$ cat src/rtl/selector_modo.sv
// rtl/selector_modo.sv - MODE button synchronizer, debouncer and 3-state cyclic mode counter
module selector_modo #(
  parameter int DEBOUNCE_CYCLES = 500000,
  parameter int CNT_W           = 19
) (
  input  logic       clk,
  input  logic       reset,
  input  logic       boton,
  output logic [1:0] modo,
  output logic       cambio_modo
);

  localparam logic [1:0] MODO0 = 2'd0;
  localparam logic [1:0] MODO1 = 2'd1;
  localparam logic [1:0] MODO2 = 2'd2;

  localparam logic [CNT_W-1:0] CNT_LAST = CNT_W'(DEBOUNCE_CYCLES - 1);

  logic             s1;
  logic             s2;
  logic             db;
  logic             db_d;
  logic [CNT_W-1:0] cnt;
  logic             press;

  assign press = db & ~db_d;

  always_ff @(posedge clk) begin
    if (reset) begin
      s1          <= 1'b0;
      s2          <= 1'b0;
      db          <= 1'b0;
      db_d        <= 1'b0;
      cnt         <= '0;
      modo        <= MODO0;
      cambio_modo <= 1'b0;
    end else begin
      s1   <= boton;
      s2   <= s1;
      db_d <= db;

      // any cycle agreeing with db restarts the stability count
      if (s2 == db) begin
        cnt <= '0;
      end else if (cnt == CNT_LAST) begin
        db  <= s2;
        cnt <= '0;
      end else begin
        cnt <= cnt + CNT_W'(1);
      end

      cambio_modo <= press;

      case (modo)
        MODO0:   if (press) modo <= MODO1;
        MODO1:   if (press) modo <= MODO2;
        MODO2:   if (press) modo <= MODO0;
        default: modo <= MODO0;
      endcase
    end
  end

endmodule

$ cat config.mk
export PLATFORM = sky130hd
export DESIGN_NAME = selector_modo
export DESIGN_NICKNAME = d
export VERILOG_FILES = /design/src/rtl/selector_modo.sv
export SDC_FILE = /design/constraint.sdc
export NUM_CORES = 1
export LEC_CHECK = 0
export CAP_MARGIN = 10
export CORE_MARGIN = 2
export CORE_UTILIZATION = 45
export CTS_CLUSTER_SIZE = 16
export DETAILED_ROUTE_END_ITERATION = 16
export GPL_TIMING_DRIVEN = 0
export PLACE_DENSITY_LB_ADDON = 0.12
export SLEW_MARGIN = 30
export SYNTH_ARGS = -nofsm -noshare
export SYNTH_HDL_FRONTEND = slang
export SYNTH_SLANG_ARGS = --single-unit
$ cat constraint.sdc
create_clock -name clk -period 2.55 [get_ports clk]
set_input_delay 0.3825 -clock clk [delete_from_list [all_inputs] [get_ports clk]]
set_output_delay 0.3825 -clock clk [all_outputs]
set_load 0.01 [all_outputs]
# ---- Word-level counts from Yosys, hierarchy flattened
# Index checks and enable logic that the tools add are counted.
# Widths: inputs -> output; s select.
dict set report totals {
  regBits 26
  word_cells 26
  out_inout_bits 3
  input_bits 3
}
dict set report classes {
  bitwise_logic 3
  n_reduce_logical 4
  add_sub_neg 1
  mux 4
  n_eq_ne 7
}
# operator n
set op_table {}
lappend op_table {{$add 19x1->19 const B} 1}
lappend op_table {{$eq 19x19->1 const B} 1}
lappend op_table {{$mux 2} 3}
lappend op_table {{$ne 2x2->1 const B} 3}
lappend op_table {{$pmux 2 s3} 1}
lappend op_table {{$reduce_and 3->1} 1}
lappend op_table {{$reduce_or 3->1} 1}
lappend op_table {{$eq 2x1->1 const B} 1}
lappend op_table {{$eq 2x2->1 const B} 1}
lappend op_table {{$logic_not 2->1} 1}
lappend op_table {{$not 1->1} 2}
lappend op_table {{$reduce_and 2->1} 1}
lappend op_table {{$and 1x1->1} 1}
lappend op_table {{$eq 1x1->1} 1}

# ---- Longest topological paths before layout
dict set report logic_depth {
  depth_word 4
  ltp_mapped 6
}

# ---- Least setup slack after synthesis
# No wires, ideal clock.
dict set report synth_timing {
  path_kind {register -> register}
  startpoint {reg cnt[0]}
  endpoint {reg cnt[16]}
  stages_incl_launch_ff 6
  slack_ns 0.906
  arrival_ns 1.574
  cell_sequence {dfxtp_1 -> ha_1 -> and4_1 -> nand3_2 -> or4_1 -> a21oi_1}
}
dict set report synth_between {
  elab_chain_cells 2
  word_cells_on_any_way 3
  classes_between {add/sub: 1; eq/ne: 1; reduce/logical: 1}
}
# element line_no
set synth_lines {}
lappend synth_lines {{from (decl)} 23} ;# logic [CNT_W-1:0] cnt;
lappend synth_lines {{from (signal assigned)} 49} ;# cnt <= cnt + CNT_W'(1);
lappend synth_lines {{branches (longest 2 deep; another with $add 19x1->19)} -}
# Several ways; the timed one is not identified.
# A chain may end at the register's enable or synchronous reset.

# ---- Worst setup path after layout
dict set report layout_timing {
  startpoint {reg cnt[0]}
  endpoint {reg cnt[9]}
}
# The elaborated chain is that of the path after synthesis.

==> flow_metrics.py <==
metrics = {
    "clocking": {
        "insertion_delay_ns": 0.31,
        "cts-root-buf": "clkbuf_4",
        "clk_pin_slew_worst_paths_ns": 0.13,
        "cts-hold-fix-buffers": 0,
        "postCtsSetupBuffers": 0,
        "cts_max_path_buffers": 2,
        "h-tree-depth": 1,
        "cts-resized-gates": 0,
        "cts_tree": "built",
        "cts-buffers-inserted": 3,
        "clock_sinks": 26,
    },
    "drt": {
        "first_pass_iters": 4,
        "viasPerCell": 5.38,
        "via_count": 817,
        "drt_first_iter_violations": 4,
        "drt_wl_total_um": 1830,
        "avgRoutedWirePerCell_um": 12.0,
        "drc_errors": 0,
        "antenna_left": 0,
    },
    "finish": {
        "area_delta_synth_final_pct": 9.84,
        "nNetsFinal": 130,
        "final_util": 0.533,
        "layout-drive-gt1-share": 0.0806,
        "fillCellCount": 237,
        "post_layout_nonfiller_instances": 152,
        "antenna_cells": 0,
    },
    "floorplan": {
        "die_height_um": 53.3,
        "die_w_um": 53.3,
        "row_count": 17,
        "dieArea_um2": 2840,
        "initial_core_util": 0.485,
        "pin_count": 6,
        "core_um2": 2250,
    },
    "placement": {
        "place_congestion": 0.745,
        "dp_hpwl_um": 1300,
        "post-place-cells": 149,
        "portBuffers": 5,
    },
    "timing": {
        "rsz0062_at_grt": "false",
        "drv_slew": 0,
        "fin_crit_ns": 1.87,
        "fmax_mhz": 535,
        "period_share": 0.733,
        "whs_ns": 0.424,
        "tightest_slew_ns": 0.365,
        "slew_headroom": 0.756,
        "finalSetupTns_ns": 0,
        "setup_violations": 0,
        "finalHoldViolations": 0,
        "clock_skew_ns": 0.00259,
    },
    "yosys": {
        "synth_seq_cells": 26,
        "synthCells": 116,
        "yosysMostFrequentCell": "dfxtp_1",
        "synthFlopType": "dfxtp_1",
        "synth_area_leaders": "dfxtp_1 (48%), xor2_1 (9.6%), nor2_1 (5.5%), nand3_1 (3.2%), a21oi_1 (2.7%)",
        "ys_seq_area_frac": 0.476,
        "synth_common_cells": "dfxtp_1 (26), nor2_1 (16), xor2_1 (12)",
        "syn_area_per_cell_um2": 9.43,
        "syn-num-nets": 120,
        "synth_area_leader_cell": "dfxtp_1",
        "synth_top_area_share": 0.476,
        "synthArstFlopShare": 0,
        "synth_warnings": 0,
        "synth_area_um2": 1090,
        "yosys.cell_types.count": 30,
        "synth_edf_count": 0,
    },
    "min_path": {
        "hold_class": "reg2reg",
    },
    "setup_path": {
        "start_kind": "flip-flop",
        "required_ns": 2.77,
        "endpoint_kind": "flip-flop",
        "crit_arrival_ns": 2.09,
        "path_class": "reg2reg",
        "crit_fanout": 10,
    },
    "grt": {
        "grt_pass1_vias": 782,
        "grt_usage": 0.160,
        "overflow": 0,
        "grt_max_degree": 14,
        "grt_pass1_wl_um": 3270,
        "antenna_found_initial": 0,
    },
    "run": {
        "cap_viol_max_count": 0,
    },
    "status": {
        "status": "finished clean",
    },
    "pwr": {
        "finalPower_w": 0.000589,
        "ir_worst_vdd_uv": 337,
        "powerDensity_nw_per_um2": 490,
        "power_leakage_nw": 0.400,
    },
}
-- power breakdown --
| group | leakage [nW] | internal [W] | switching [W] |
|---|---|---|---|
| logic | 0.176 | 0.00000545 | 0.00000459 |
| clock network | 0.0138 | 0.0000553 | 0.000115 |
| registers | 0.210 | 0.000408 | 0.00000102 |
-- metal layers --
| metal | routed length, um | track usage | up-vias |
|---|---|---|---|
| li1 | - | - | 425 |
| met1 | 917 | 0.194 | 383 |
| met2 | 843 | 0.265 | 5 |
| met3 | 32 | 0.0254 | 4 |
| met4 | 33 | 0.0897 | 0 |
| met5 | 0 | 0 | - |
-- logic make-up (layout without fill, tap and decap cells) --
kind of cell / Yosys count / after routing / synth area share
adders and majority gates: 1 / 1 / 0.0114
buffers and inverters: 5 / 13 / 0.0206
and+or+nand+nor: 57 / 57 / 0.308
xor gates and xnor gates: 14 / 14 / 0.112
AOI/OAI and AO/OA: 13 / 13 / 0.0721
DFF: 26 / 26 / 0.476
-- flip-flops by register name, indices dropped and copies added (netlist names) --
name,cells
modo,2
db_d,1
cnt,19
s2,1
s1,1
cambio_modo,1
db,1
-- worst max-delay path, cell delays in order (launching register included) --
cell and delay [ns]:
dfxtp_1 0.41, ha_1 0.22, and4_1 0.33, nand3_1 0.17, o21bai_2 0.35, buf_4 0.24
nor2_1 0.06
-- final cells by class --
| cell class | count | area, um2 | area share |
|---|---|---|---|
| clock buffer | 3 | 22.5 | 0.0188 |
| inverter | 3 | 11.3 | 0.00938 |
| multi-input combinational | 85 | 551 | 0.458 |
| sequential | 26 | 520 | 0.433 |
| buffer | 2 | 11.3 | 0.00938 |
| timing repair buffer | 5 | 50.0 | 0.0417 |
| tap | 28 | 35.0 | 0.0292 |
-- layout by cell type (no fill, tap or decap) --
master           count
dfxtp_1             26
nor2_1              16
xor2_1              12
nand3_1              7
a21oi_1              6
clkdlybuf4s50_1      5
nand4_1              4
and3_1               4
nand2_1              4
and4_1               3
nor2b_1              3
inv_1                3
o31ai_1              3
or4_1                3
clkbuf_4             3
nand3_2              2
nor4b_1              2
nand2b_1             2
o21ai_0              2
xnor2_1              2
or4b_4               1
o21bai_2             1
buf_4                1
clkbuf_1             1
or3_1                1
nand3b_1             1
or3b_2               1
or4b_1               1
o21ai_1              1
nor3_1               1
or3_2                1
ha_1                 1
-- final timing paths --
| kind | startpoint | to | slack [ns] | cells after the start |
|---|---|---|---|---|
| worst max-delay path | cnt[0]$_SDFF_PP0_ | cnt[9]$_SDFF_PP0_ | 0.68 | 6 |
| worst min register to register | db_d$_SDFF_PP0_ | cambio_modo$_SDFF_PP0_ | 0.42 | 1 |
| worst max register to register | cnt[0]$_SDFF_PP0_ | cnt[9]$_SDFF_PP0_ | 0.68 | 6 |
| worst min-delay path | db_d$_SDFF_PP0_ | cambio_modo$_SDFF_PP0_ | 0.42 | 1 |
-- metrics by stage --
step                setup slack (ns)  instance area, um2
detailed placement             0.652                1180
global placement               0.698                1180
CTS                            0.640                1200
global route                   0.481                1200
finish                         0.681                1200
floorplan                      0.906                1090
No activity file was read; power rests on OpenSTA's default activity.
